File: src/rtl/seven_seg_scanner_pkg.sv
// Shared types, constants and helpers for the four-digit seven-segment scanner.
package seven_seg_scanner_pkg;

  typedef enum logic [1:0] {
    IDLE  = 2'd0,
    BLANK = 2'd1,
    DRIVE = 2'd2
  } state_t;

  localparam logic [6:0] SEG_OFF = 7'h7F;
  localparam logic [3:0] AN_OFF  = 4'hF;

  // Active-low {g,f,e,d,c,b,a} patterns for hex digits 0..F.
  localparam logic [6:0] SEG_TABLE [16] = '{
    7'b1000000, 7'b1111001, 7'b0100100, 7'b0110000,
    7'b0011001, 7'b0010010, 7'b0000010, 7'b1111000,
    7'b0000000, 7'b0010000, 7'b0001000, 7'b0000011,
    7'b1000110, 7'b0100001, 7'b0000110, 7'b0001110
  };

  // Digit k (k >= 1) is a leading zero when nibbles k..3 are all zero.
  function automatic logic is_lead_zero(input logic [15:0] v, input logic [1:0] idx);
    case (idx)
      2'd1:    return (v[15:4] == 12'h000);
      2'd2:    return (v[15:8] == 8'h00);
      2'd3:    return (v[15:12] == 4'h0);
      default: return 1'b0;
    endcase
  endfunction

endpackage

File: src/rtl/seven_seg_scanner_hex_to_seg7.sv
// Combinational hex nibble to active-low seven-segment pattern.
module hex_to_seg7
  import seven_seg_scanner_pkg::*;
(
  input  logic [3:0] nibble,
  output logic [6:0] seg
);

  assign seg = SEG_TABLE[nibble];

endmodule

File: src/rtl/seven_seg_scanner.sv
// Four-digit multiplexed hex display driver with per-digit blanking interval and
// once-per-frame value latching. All outputs are registered.
module seven_seg_scanner
  import seven_seg_scanner_pkg::*;
#(
  parameter int BLANK_CYCLES = 16,
  parameter bit SUPPRESS_LZ  = 1'b0
) (
  input  logic        clk_in,
  input  logic        reset,
  input  logic        tick_in,
  input  logic        enable,
  input  logic [15:0] value,
  input  logic [3:0]  dp,
  input  logic [3:0]  blank,
  output logic [3:0]  an,
  output logic [6:0]  seg,
  output logic        dp_out,
  output logic [1:0]  digit_idx
);

  localparam logic [7:0] BLANK_LAST = 8'(BLANK_CYCLES - 1);

  state_t      state, state_n;
  logic        tick_prev;
  logic        adv;
  logic [15:0] latched, latched_n;
  logic [7:0]  cnt, cnt_n;
  logic [1:0]  idx_n;
  logic [3:0]  nibble_n;
  logic [6:0]  seg_n;
  logic        dark_n;
  logic        lit_n;

  // Next-state values are computed here so the output registers can be loaded
  // from them, keeping outputs aligned with the state they describe.
  always_comb begin
    adv       = tick_in & ~tick_prev;
    state_n   = state;
    idx_n     = digit_idx;
    latched_n = latched;
    cnt_n     = cnt;
    if (!enable) begin
      state_n = IDLE;
    end else begin
      case (state)
        IDLE: begin
          state_n   = BLANK;
          idx_n     = 2'd0;
          latched_n = value;
          cnt_n     = 8'd0;
        end
        BLANK: begin
          cnt_n = cnt + 8'd1;
          if (cnt == BLANK_LAST) state_n = DRIVE;
        end
        DRIVE: begin
          if (adv) begin
            idx_n   = digit_idx + 2'd1;
            if (idx_n == 2'd0) latched_n = value;
            cnt_n   = 8'd0;
            state_n = BLANK;
          end
        end
        default: state_n = IDLE;
      endcase
    end

    case (idx_n)
      2'd0:    nibble_n = latched_n[3:0];
      2'd1:    nibble_n = latched_n[7:4];
      2'd2:    nibble_n = latched_n[11:8];
      default: nibble_n = latched_n[15:12];
    endcase

    dark_n = blank[idx_n] | (SUPPRESS_LZ && is_lead_zero(latched_n, idx_n));
    lit_n  = (state_n == DRIVE) && !dark_n;
  end

  hex_to_seg7 u_hex_to_seg7 (
    .nibble (nibble_n),
    .seg    (seg_n)
  );

  always_ff @(posedge clk_in or negedge reset) begin
    if (!reset) begin
      state     <= IDLE;
      tick_prev <= 1'b0;
      latched   <= 16'h0000;
      cnt       <= 8'd0;
      digit_idx <= 2'd0;
      an        <= AN_OFF;
      seg       <= SEG_OFF;
      dp_out    <= 1'b1;
    end else begin
      state     <= state_n;
      tick_prev <= tick_in;
      latched   <= latched_n;
      cnt       <= cnt_n;
      digit_idx <= idx_n;
      an        <= lit_n ? ~(4'b0001 << idx_n) : AN_OFF;
      seg       <= lit_n ? seg_n : SEG_OFF;
      dp_out    <= lit_n ? ~dp[idx_n] : 1'b1;
    end
  end

endmodule

File: config.mk
export PLATFORM = sky130hd
export DESIGN_NAME = seven_seg_scanner
export DESIGN_NICKNAME = d
export VERILOG_FILES = /design/src/rtl/seven_seg_scanner_pkg.sv /design/src/rtl/seven_seg_scanner_hex_to_seg7.sv /design/src/rtl/seven_seg_scanner.sv
export SDC_FILE = /design/constraint.sdc
export NUM_CORES = 1
export LEC_CHECK = 0
export BUFFER_PORTS_ARGS = -buffer_cell sky130_fd_sc_hd__buf_2
export CAP_MARGIN = 0
export CORE_MARGIN = 3
export CORE_UTILIZATION = 40
export DETAILED_ROUTE_END_ITERATION = 10
export SLEW_MARGIN = 20
export SYNTH_ARGS = -nofsm -noshare
export SYNTH_HDL_FRONTEND = slang
export SYNTH_SLANG_ARGS = --single-unit
export TNS_END_PERCENT = 50
File: constraint.sdc
create_clock -name clk_in -period 4.71 [get_ports clk_in]
set_input_delay 0.2355 -clock clk_in [delete_from_list [all_inputs] [get_ports clk_in]]
set_output_delay 0.2355 -clock clk_in [all_outputs]
set_load 0.05 [all_outputs]
==> flow_metrics.py <==
metrics = {
    "outcome": {
        "run_status": "finished, final reports clean",
    },
    "worst_setup_path": {
        "critical_path_arrival_ns": 3.32,
        "setup.worst_path.class": "reg -> reg",
        "crit_path_end_kind": "flop",
        "worst-r2r-cell-count": 9,
        "path_max_fanout": 16,
        "timing.rr.start": "digit_idx[0]",
        "worst-r2r-setup-slack_ns": 1.61,
        "worstReg2RegEnd": "seg[0]",
        "cp_required_ns": 4.93,
        "worst_setup_path_start_kind": "flop",
    },
    "synthesis": {
        "post_synth.cell_area_avg_sq_um": 12.3,
        "netlist-cell-type-count": 44,
        "dominantRegCellSynth": "sky130_fd_sc_hd__dfrtp_1",
        "post_synthesis_instance_area_sq_um": 2230,
        "synthesis.nets": 218,
        "synth_warnings": 0,
        "synth_seq_area_share_pct": 46.6,
        "synth_edf_count": 0,
        "share_of_synthesized_flip_flops_with_an_asynchronous_set_or_reset_pct": 100,
        "synth.ff_latch_count": 41,
        "post_synth_inst_count": 182,
    },
    "clocking": {
        "cts_root_buf": "sky130_fd_sc_hd__clkbuf_8",
        "cts_made_buffers": 5,
        "clk-insertion-delay-late_ns": 0.30,
        "number_of_clock_sinks_seen_by_cts": 41,
        "cts.path.max_buffers": 2,
        "cts_htree_levels": 2,
        "clock_tree_from_tritoncts": "built",
        "clkSlewWorstSetupHoldPaths_ns": 0.09,
        "post_cts_resize_count": 0,
        "cts.repair_timing.setup_buffer_count": 0,
        "hold_buffers": 0,
    },
    "timing": {
        "achievable-frequency_ghz": 0.323,
        "worst_case_clock_skew_ns": 0.0153,
        "setup_tns_ns": 0,
        "grt_setup_unrepaired": "false",
        "worstMarginPinSlew_ns": 0.924,
        "final.min_clock_period_ns": 3.10,
        "timing.final.setup_violations": 0,
        "final.setup.worst_slack_ns": 1.61,
        "slew_headroom_pct": 38.4,
        "finalCritPeriodShare_pct": 65.8,
        "finalHoldViolations": 0,
        "final_max_slew_viol_count": 0,
    },
    "floorplanning": {
        "floorplan.io_pins": 42,
        "die_height_microns": 80.7,
        "placeableCoreArea_sq_um": 5270,
        "initial_utilization_pct": 42.4,
        "total_number_of_placement_rows": 26,
        "die_footprint_sq_um": 6520,
        "fp.dieW_microns": 80.7,
    },
    "layout": {
        "multi_input_area_sq_um": 1100,
        "finish.net_count": 263,
        "final.fill_count": 510,
        "final-seq-area_sq_um": 1040,
        "drive_gt1_share_pct": 39.5,
        "antennaDiodeCount": 0,
        "area_growth_pct": 17.1,
    },
    "job": {
        "max_cap_violations": 0,
    },
    "power_and_ir_drop": {
        "pwr-share-clk_pct": 35.9,
        "reported_net_switching_power_w": 0.000216,
        "power.share.sequential_pct": 47.7,
        "vdd_drop_max_mv": 0.139,
        "swShare_pct": 26.6,
        "power_per_cell_area_nw_per_um2": 309,
        "power.leakage_nw": 1.17,
        "pwr-share-comb_pct": 16.4,
        "internal_power_w": 0.000594,
    },
    "route": {
        "vias_per_cell": 5.10,
        "drt_iter0_drc": 55,
        "vias": 1520,
        "drc_violations_left": 0,
        "wl_per_cell_microns": 15.0,
        "route.final.wire_length_microns": 4460,
        "postRouteAntennaNets": 0,
        "drt_pass1_iterations": 4,
    },
    "worst_hold_path": {
        "hold_path_class": "in -> async",
    },
    "global_route": {
        "global_route_wire_length_before_repair_microns": 7470,
        "grt_max_degree": 42,
        "via_count_of_the_first_global_routing_pass": 1474,
        "remaining_overflow_grt": 0,
        "antenna_found_initial": 0,
        "grt_util_all_layers_pct": 15.0,
    },
    "placement": {
        "place_hpwl_microns": 3240,
        "gp_routability_congestion": 0.885,
        "post-place-ws_ns": 1.63,
        "numPortBuffers": 41,
    },
}
## worst max-delay path, cell delays in order (launching register included)
cell and delay (ns):
sky130_fd_sc_hd__dfrtp_1 0.48, sky130_fd_sc_hd__ha_1 0.20, sky130_fd_sc_hd__nand3b_1 0.12, sky130_fd_sc_hd__a21oi_4 0.54, sky130_fd_sc_hd__mux2_2 0.41, sky130_fd_sc_hd__mux4_2 0.55, sky130_fd_sc_hd__inv_1 0.15, sky130_fd_sc_hd__ha_1 0.28
sky130_fd_sc_hd__a21oi_1 0.08, sky130_fd_sc_hd__a211oi_2 0.22
## power groups by stage
stage,clock [W],combinational (W),sequential (W)
after global routing,0.000316,0.000148,0.000390
final,0.000290,0.000133,0.000387
after CTS,0.000301,0.000134,0.000387
after floorplan,0,0.0000957,0.000391
after detailed placement,0,0.000133,0.000394
after global placement,0,0.000132,0.000393
## layout make-up
| cell class | instances | area share, % |
|---|---|---|
| multi-input combinational | 122 | 42.2 |
| sequential | 41 | 39.8 |
| timing repair buffer | 41 | 7.84 |
| tap | 70 | 3.35 |
| clock buffer | 5 | 2.63 |
| inverter | 16 | 2.49 |
| clock inverter | 3 | 1.77 |
## placed cells by master, fill, tap and decap left out, types with 5 or more instances in the layout
master and instances:
sky130_fd_sc_hd__xor2_1 5, sky130_fd_sc_hd__inv_1 14, sky130_fd_sc_hd__mux2_2 8, sky130_fd_sc_hd__mux2i_1 17
sky130_fd_sc_hd__clkbuf_8 5, sky130_fd_sc_hd__ha_1 8, sky130_fd_sc_hd__nand3_1 7, sky130_fd_sc_hd__mux4_2 6
sky130_fd_sc_hd__nand2_1 13, sky130_fd_sc_hd__dfstp_2 12, sky130_fd_sc_hd__buf_2 41, sky130_fd_sc_hd__nor2_1 8
sky130_fd_sc_hd__dfrtp_1 29
## cell usage after synthesis (2+ instances only)
| cell type | number | area (sq um) |
|---|---|---|
| sky130_fd_sc_hd__o21ai_0 | 4 | 20.0 |
| sky130_fd_sc_hd__xnor2_1 | 2 | 17.5 |
| sky130_fd_sc_hd__nand3_1 | 7 | 35.0 |
| sky130_fd_sc_hd__a22o_1 | 4 | 35.0 |
| sky130_fd_sc_hd__o211ai_1 | 2 | 15.0 |
| sky130_fd_sc_hd__a2111oi_2 | 2 | 30.0 |
| sky130_fd_sc_hd__buf_2 | 2 | 10.0 |
| sky130_fd_sc_hd__o221ai_1 | 4 | 35.0 |
| sky130_fd_sc_hd__dfrtp_1 | 29 | 726 |
| sky130_fd_sc_hd__mux2i_1 | 17 | 170 |
| sky130_fd_sc_hd__nand4_1 | 3 | 18.8 |
| sky130_fd_sc_hd__a21oi_1 | 4 | 20.0 |
| sky130_fd_sc_hd__mux4_2 | 6 | 135 |
| sky130_fd_sc_hd__ha_1 | 8 | 100 |
| sky130_fd_sc_hd__nand2b_1 | 2 | 12.5 |
| sky130_fd_sc_hd__or3_1 | 2 | 12.5 |
| sky130_fd_sc_hd__inv_1 | 14 | 52.6 |
| sky130_fd_sc_hd__mux2_2 | 8 | 90.1 |
| sky130_fd_sc_hd__nand3b_1 | 2 | 15.0 |
| sky130_fd_sc_hd__dfstp_2 | 12 | 315 |
| sky130_fd_sc_hd__nand2_1 | 13 | 48.8 |
| sky130_fd_sc_hd__a21oi_4 | 2 | 32.5 |
| sky130_fd_sc_hd__nor2_1 | 8 | 30.0 |
| sky130_fd_sc_hd__xor2_1 | 5 | 43.8 |
## state kept, by name (all words and copies together), names as in the netlist
| signal | count |
|---|---|
| an | 4 |
| cnt | 8 |
| digit_idx | 2 |
| dp_out | 1 |
| latched | 16 |
| seg | 7 |
| state | 2 |
| tick_prev | 1 |
## how the worst max path moves through the flow
stage / start / endpoint
finish: digit_idx[0] / seg[0]
detailed placement: digit_idx[0] / seg[4]
CTS: digit_idx[0] / seg[0]
floorplan: digit_idx[0] / seg[3]
global placement: digit_idx[0] / seg[0]
global route: digit_idx[0] / seg[0]
## layer usage
| metal | vias up | track usage [%] | part of all wire [%] |
|---|---|---|---|
| met2 | 22 | 24.6 | 51 |
| met3 | 4 | 3.88 | 3.0 |
| li1 | 751 | - | - |
| met4 | 0 | 4.05 | 0.67 |
| met5 | - | 0 | 0 |
| met1 | 743 | 19.9 | 45 |
## kinds of logic (layout without fill, tap and decap cells)
group	after synthesis	after routing	share of synthesized area (%)
adder cells (fa/ha/maj)	8	8	4.48
buffers and inverters	19	65	4.03
multiplexers	31	31	17.7
AO/OA/AOI/OAI	28	28	11.3
flip-flops	41	41	46.6
XOR/XNOR	7	7	2.74
AND/OR/NAND/NOR	48	48	13.2
## stage by stage
stage | cells | util [%] | instance area, sq um | total power (W) | hold WS, ns
6_report | 298 | 49.7 | 2620 | 0.000810 | 0.0622
5_1_grt | 298 | 49.7 | 2620 | 0.000854 | 0.102
4_1_cts | 298 | 49.7 | 2620 | 0.000822 | 0.0900
3_5_place_dp | 290 | 47.5 | 2500 | 0.000527 | 0.404
3_3_place_gp | 290 | 47.5 | 2500 | 0.000525 | 0.408
2_1_floorplan | 182 | - | 2230 | 0.000486 | -0.0601
Note: power is estimated with default switching activity, not from simulation.
